File: config.mk
export PLATFORM = sky130hd
export DESIGN_NAME = semafor_ped_ctrl
export DESIGN_NICKNAME = d
export VERILOG_FILES = /design/src/rtl/semafor_ped_ctrl.sv
export SDC_FILE = /design/constraint.sdc
export NUM_CORES = 1
export LEC_CHECK = 0
export ABC_AREA = 1
export CORE_MARGIN = 2
export CORE_UTILIZATION = 50
export CTS_BUF_LIST = sky130_fd_sc_hd__clkbuf_4 sky130_fd_sc_hd__clkbuf_8 sky130_fd_sc_hd__clkbuf_16
export CTS_CLUSTER_DIAMETER = 150
export DETAILED_ROUTE_END_ITERATION = 6
export PLACE_DENSITY_LB_ADDON = 0.2
export SLEW_MARGIN = 20
export SYNTH_ARGS = -nofsm -noshare
export SYNTH_HDL_FRONTEND = slang
export SYNTH_SLANG_ARGS = --single-unit
File: constraint.sdc
create_clock -name clk -period 2 [get_ports clk]
set_clock_uncertainty 0.1 [all_clocks]
set_input_delay 0.4 -clock clk [delete_from_list [all_inputs] [get_ports clk]]
set_output_delay 0.4 -clock clk [all_outputs]
set_load 0.02 [all_outputs]
File: src/rtl/semafor_ped_ctrl.sv
// rtl/semafor_ped_ctrl.sv - pedestrian-crossing traffic-light controller
module semafor_ped_ctrl #(
    parameter int CNT_W      = 16,
    parameter int G_MIN      = 20,
    parameter int T_YELLOW   = 3,
    parameter int T_CLEAR    = 2,
    parameter int T_PED      = 10,
    parameter int T_BLINK    = 6,
    parameter int BLINK_HALF = 1
) (
    input  logic clk,
    input  logic rst,
    input  logic ped_req,
    output logic car_red,
    output logic car_yellow,
    output logic car_green,
    output logic ped_red,
    output logic ped_green,
    output logic ped_wait
);

    localparam longint T_MAX = longint'(1) << CNT_W;

    if (CNT_W < 1 || CNT_W > 32 ||
        G_MIN < 1 || T_YELLOW < 1 || T_CLEAR < 1 || T_PED < 1 || T_BLINK < 1 || BLINK_HALF < 1 ||
        G_MIN > T_MAX || T_YELLOW > T_MAX || T_CLEAR > T_MAX ||
        T_PED > T_MAX || T_BLINK > T_MAX || BLINK_HALF > T_MAX) begin : g_param_check
        $error("semafor_ped_ctrl: timing parameter out of range for CNT_W");
    end

    localparam logic [CNT_W-1:0] G_LOAD    = CNT_W'(G_MIN - 1);
    localparam logic [CNT_W-1:0] Y_LOAD    = CNT_W'(T_YELLOW - 1);
    localparam logic [CNT_W-1:0] CLR_LOAD  = CNT_W'(T_CLEAR - 1);
    localparam logic [CNT_W-1:0] PED_LOAD  = CNT_W'(T_PED - 1);
    localparam logic [CNT_W-1:0] BLK_LOAD  = CNT_W'(T_BLINK - 1);
    localparam logic [CNT_W-1:0] HALF_LOAD = CNT_W'(BLINK_HALF - 1);

    // lamp vector order: car_red, car_yellow, car_green, ped_red, ped_green
    localparam logic [4:0] LAMP_GREEN  = 5'b00110;
    localparam logic [4:0] LAMP_YELLOW = 5'b01010;
    localparam logic [4:0] LAMP_ALLRED = 5'b10010;
    localparam logic [4:0] LAMP_PED    = 5'b10001;

    typedef enum logic [2:0] {
        S_CAR_GREEN  = 3'd0,
        S_CAR_YELLOW = 3'd1,
        S_ALL_RED1   = 3'd2,
        S_PED_GREEN  = 3'd3,
        S_PED_BLINK  = 3'd4,
        S_ALL_RED2   = 3'd5
    } state_t;

    state_t           state_q, state_d;
    logic [CNT_W-1:0] timer_q, timer_d;
    logic [CNT_W-1:0] blink_cnt_q, blink_cnt_d;
    logic             blink_q, blink_d;
    logic             ped_wait_q, ped_wait_d;
    logic             sync1_q, sync2_q, prev_q;
    logic [4:0]       lamps_q, lamps_d;
    logic             rise;

    assign rise = sync2_q & ~prev_q;

    always_comb begin
        state_d     = state_q;
        timer_d     = (timer_q == '0) ? '0 : timer_q - 1'b1;
        blink_d     = blink_q;
        blink_cnt_d = blink_cnt_q;
        ped_wait_d  = ped_wait_q;
        case (state_q)
            S_CAR_GREEN: begin
                if (rise) ped_wait_d = 1'b1;
                if (timer_q == '0 && ped_wait_q) begin
                    state_d = S_CAR_YELLOW;
                    timer_d = Y_LOAD;
                end
            end
            S_CAR_YELLOW: begin
                if (timer_q == '0) begin
                    state_d = S_ALL_RED1;
                    timer_d = CLR_LOAD;
                end
            end
            S_ALL_RED1: begin
                if (timer_q == '0) begin
                    state_d    = S_PED_GREEN;
                    timer_d    = PED_LOAD;
                    ped_wait_d = 1'b0;
                end
            end
            S_PED_GREEN: begin
                if (timer_q == '0) begin
                    state_d     = S_PED_BLINK;
                    timer_d     = BLK_LOAD;
                    blink_d     = 1'b1;
                    blink_cnt_d = HALF_LOAD;
                end
            end
            S_PED_BLINK: begin
                if (blink_cnt_q == '0) begin
                    blink_d     = ~blink_q;
                    blink_cnt_d = HALF_LOAD;
                end else begin
                    blink_cnt_d = blink_cnt_q - 1'b1;
                end
                if (timer_q == '0) begin
                    state_d = S_ALL_RED2;
                    timer_d = CLR_LOAD;
                end
            end
            S_ALL_RED2: begin
                if (timer_q == '0) begin
                    state_d = S_CAR_GREEN;
                    timer_d = G_LOAD;
                end
            end
            default: begin
                state_d    = S_CAR_GREEN;
                timer_d    = G_LOAD;
                ped_wait_d = 1'b0;
            end
        endcase
    end

    // lamps are decoded from the next state so the lamp register tracks state_q exactly
    always_comb begin
        lamps_d = LAMP_GREEN;
        case (state_d)
            S_CAR_GREEN:  lamps_d = LAMP_GREEN;
            S_CAR_YELLOW: lamps_d = LAMP_YELLOW;
            S_ALL_RED1:   lamps_d = LAMP_ALLRED;
            S_PED_GREEN:  lamps_d = LAMP_PED;
            S_PED_BLINK:  lamps_d = {4'b1000, blink_d};
            S_ALL_RED2:   lamps_d = LAMP_ALLRED;
            default:      lamps_d = LAMP_GREEN;
        endcase
    end

    always_ff @(posedge clk or posedge rst) begin
        if (rst) begin
            state_q     <= S_CAR_GREEN;
            timer_q     <= G_LOAD;
            blink_cnt_q <= HALF_LOAD;
            blink_q     <= 1'b1;
            ped_wait_q  <= 1'b0;
            sync1_q     <= 1'b0;
            sync2_q     <= 1'b0;
            prev_q      <= 1'b0;
            lamps_q     <= LAMP_GREEN;
        end else begin
            state_q     <= state_d;
            timer_q     <= timer_d;
            blink_cnt_q <= blink_cnt_d;
            blink_q     <= blink_d;
            ped_wait_q  <= ped_wait_d;
            sync1_q     <= ped_req;
            sync2_q     <= sync1_q;
            prev_q      <= sync2_q;
            lamps_q     <= lamps_d;
        end
    end

    assign car_red    = lamps_q[4];
    assign car_yellow = lamps_q[3];
    assign car_green  = lamps_q[2];
    assign ped_red    = lamps_q[1];
    assign ped_green  = lamps_q[0];
    assign ped_wait   = ped_wait_q;

endmodule
# Word level (Yosys, flattened, before mapping)
# Cells that the tools add are included.
# classes
reduce_logical,10
eq_ne,13
n_bitwise,4
add_sub_neg,2
mux,24
# op_table
operator,n
$mux 16,8
$pmux 16 s5,1
$logic_not 16->1,2
$pmux 16 s2,1
$sub 16x1->16 const B,2
$pmux 5 s4,1
$mux 3,6
$pmux 3 s6,1
$eq 3x2->1 const B,4
$eq 3x3->1 const B,4
$eq 3x1->1 const B,2
$ne 2x2->1 const B,3
$mux 1,4
$reduce_or 2->1,2
$reduce_or 4->1,1
$logic_not 3->1,1
$not 1->1,3
$pmux 1 s3,1
$reduce_and 3->1,1
$pmux 1 s2,1
$reduce_and 2->1,1
$reduce_bool 2->1,1
$and 1x1->1,1
$logic_and 1x1->1,1
# totals
word_cells,62
regBits,45
output_inout_bits,6
in_bits,3

# Longest topological paths before layout
# depth
depth_word,7
depth_mapped,11
depth_no_buf,11

# Worst setup path before layout
# Ideal clock, no wire load.
# synth_path
path_type,reg-to-reg
from,reg timer_q[0]
to,reg lamps_q[4]
required_time_ns,1.779
n_path_buf,0
period_less_slack_ns,1.752
setup_ns,0.121
arrival_ns,1.531
stages_incl_launch_ff,11
setup_slack_ns,0.248
cell_sequence,dfstp_2 inv_1 ha_1 nand2_4 nor2_8 nand3_2 nand2_4 a21oi_4 inv_4 a21oi_1 nand2_1
# synth_between
elab_chain_cells,7
word_cells_on_any_way,16
cone_classes,5 x eq/ne; 8 x mux; 3 x reduce/logical
# synth_rtl
item,line,source
"start, declared",54,"logic [CNT_W-1:0] timer_q, timer_d;"
"start signal, assigned",152,timer_q <= timer_d;
$logic_not 16->1 (*),-,
$logic_and 1x1->1,73,if (timer_q == '0 && ped_wait_q) begin
$mux 3,73,
$pmux 3 s6 (*),70,case (state_q)
net state_d[2],53,"state_t state_q, state_d;"
$eq 3x3->1 / $eq 3x2->1 (equally long branches),128,case (state_d)
$reduce_or 2->1 (no source line),-,
$pmux 5 s4 (*),128,
net lamps_d[4],59,"logic [4:0] lamps_q, lamps_d;"
"end signal, assigned",159,lamps_q <= lamps_d;
"end, declared",59,
# Mark *: on every way through the listed nets, which the timed path passes. The rest lies on a longest branch.
# A chain may end at the register's enable or synchronous reset.

# Worst setup path in the final report
# layout_path
from,reg lamps_q[2]
to,out car_green
# layout_lines
item,line,source
"end, declared",16,"output logic car_green,"
# No word-level cell between the ends.

==> metrics.yaml <==
num_vias: 1952
antenna_cells: 0
synthDominantCellAreaShare: 0.366
min_path_type: "reg2reg"
ys_seq_area_frac: 0.425
syn2layout_area_growth_pct: 11.2
worst-path-stages: 1
rows: 26
fin_setup_tns_ns: 0
synthTopCellsByArea: "dfrtp_1 37%, dfstp_2 5.9%, nand2_1 5.9%"
worstHoldStart: "sync1_q"
clk_path_buf_depth: 2
avgSynthCellArea_um2: 8.82
grt_pass1_vias: 1944
ir_drop_mv: 0.840
r2r_slack_ns: 0.14
placedCellCount: 382
drc_errors: 0
post_cts_buffers: 0
antenna_found_initial: 0
drt_wl_total_um: 5170
post-route-period-util: 0.953
reg2reg_from: "timer_q[0]"
cpLargestDelayFamily: "buffers and inverters"
max-cap-violations: 0
drv_slew: 0
drt_pass1_iterations: 6
post_drt_wl_per_cell_um: 13.3
ctsResizeCount: 0
async_flop_share: 1.00
crit_type: "reg2out"
grt_use_total: 0.189
worst-endpoint-arrival_ns: 1.41
cp_max_fo: 1
yosysTopAreaCell: "dfrtp_1"
drt_iter0_markers: 90
end_kind: "output port"
die_x_um: 77.0
cts_made_buffers: 5
start_util: 0.519
h-tree-depth: 2
p_total_mw: 3.21
holdPathStages: 0
portBuffers: 8
clk_latency_ns: 0.30
required_ns: 1.50
grt_overflow: 0
grt_pass1_wl_um: 9060
powerDensity_nw_per_um2: 1080
hpwl_um: 3900
core_region_area_um2: 5140
cts.sinks: 45
final_net_count: 324
timing.slew.headroom: 0.726
finalHoldViolations: 0
viasPerCell: 5.01
period_minus_slack_ns: 1.91
num-fill-cells: 477
mappedNetlistNets: 307
utilization: 0.577
die_area_um2: 5930
cp_cell_sequence: "clkdlybuf4s50_1"
reg2reg_to: "blink_cnt_q[13]"
max_stage_delay_ns: 0.59
ant_nets: 0
ctsHoldBuffers: 0
max_freq_mhz: 525
gp_congestion: 0.857
ctsRootBufferMaster: "clkbuf_8"
p_leak_nw: 1.52
design.portCount: 9
critPathSlowestCell: "clkdlybuf4s50_1"
cts_tree: "done"
outcome: "complete, no violations"
synth_edf_count: 0
ys_types: 38
ys.warnings.count: 0
setup_viol_count_final: 0
stdcell_count: 390
start_kind: "flop"
ys.flop_type: "dfrtp_1"
holdPathEnd: "sync2_q"
die_y_um: 77.0
grt_setup_unrepaired: "no"
syn-instance-count: 302
grt_max_degree: 22
reg2reg_depth: 8
syn_area_um2: 2670
synth_seq_cells: 45
drive_gt1_frac: 0.225
tightest_slew_ns: 0.407
cp_num_buf_inv: 1
path_clk_slew_ns: 0.09
-- logic make-up (layout without fill, tap and decap cells) --
kind of cell | count (synthesis) | in the layout | synth area share
AOI/OAI and AO/OA | 32 | 32 | 0.0925
xor gates and xnor gates | 22 | 22 | 0.0723
adders and majority gates | 2 | 2 | 0.00939
buffers and inverters | 47 | 65 | 0.0770
DFF | 45 | 45 | 0.425
and+or+nand+nor | 154 | 154 | 0.323
-- final cells by class --
type | instances | area [um2] | area share
Inverter | 43 | 168 | 0.0566
Timing Repair Buffer | 14 | 138 | 0.0464
Clock inverter | 2 | 35.0 | 0.0118
Tap cell | 70 | 87.6 | 0.0295
Sequential cell | 45 | 1130 | 0.382
Multi-Input combinational cell | 210 | 1330 | 0.447
Clock buffer | 6 | 76.3 | 0.0257
-- through the flow --
step	setup WS [ns]	area (um2)	hold slack (ns)
after floorplan	0.248	2670	0.231
after global placement	0.148	2850	0.232
after detailed placement	0.115	2850	0.236
after CTS	0.0882	2960	0.255
after global routing	0.00629	2960	0.264
final	0.0937	2960	0.254
-- cell usage after synthesis, types with 7 or more instances --
| library cell | instances |
|---|---|
| dfrtp_1 | 39 |
| nor2_4 | 9 |
| o21ai_0 | 10 |
| o22ai_2 | 8 |
| inv_1 | 36 |
| nor2_1 | 37 |
| xor2_1 | 17 |
| nor3_1 | 8 |
| nor2_2 | 7 |
| nand3_1 | 21 |
| nand4_1 | 8 |
| nand2_1 | 42 |
-- registers in the layout (all words and copies together) (netlist names) --
register / count
blink_cnt_q: 16
blink_q: 1
lamps_q: 5
ped_wait: 1
prev_q: 1
state_q: 3
sync1_q: 1
sync2_q: 1
timer_q: 16
-- layer usage --
layer	wire length (um)	up-vias	track usage
met1	2670	916	0.269
met2	2310	29	0.296
li1	-	1005	-
met4	30	0	0.0429
met3	163	2	0.0424
met5	0	-	0
-- where the power goes --
part / switching, mW / leakage, nW / internal, mW
Combinational: 0.662 / 0.887 / 0.455
Sequential: 0.240 / 0.573 / 1.16
Clock: 0.307 / 0.0586 / 0.385
Total: 1.21 / 1.52 / 2.00
-- placed cells by master, fill, tap and decap left out, types with 6 or more instances in the layout --
cell | Yosys | routed
nand4_1 | 8 | 8
dfrtp_1 | 39 | 39
xor2_1 | 17 | 17
o22ai_2 | 8 | 8
inv_1 | 36 | 35
nor3_1 | 8 | 8
nand3_1 | 21 | 21
nand2_1 | 42 | 42
o21ai_0 | 10 | 10
clkdlybuf4s50_1 | 0 | 8
nor2_1 | 37 | 37
nor2_4 | 9 | 9
dfstp_2 | 6 | 6
nor2_2 | 7 | 7
-- worst max path at each step --
| stage | from | endpoint | slack (ns) |
|---|---|---|---|
| after floorplan | timer_q[0] | lamps_q[4] | 0.25 |
| after global placement | timer_q[0] | lamps_q[4] | 0.15 |
| after detailed placement | blink_cnt_q[0] | blink_cnt_q[10] | 0.11 |
| after CTS | lamps_q[2] | car_green | 0.09 |
| after global routing | timer_q[0] | blink_cnt_q[13] | 0.006 |
| final | lamps_q[2] | car_green | 0.09 |
Power figures use the tool's default switching activity.
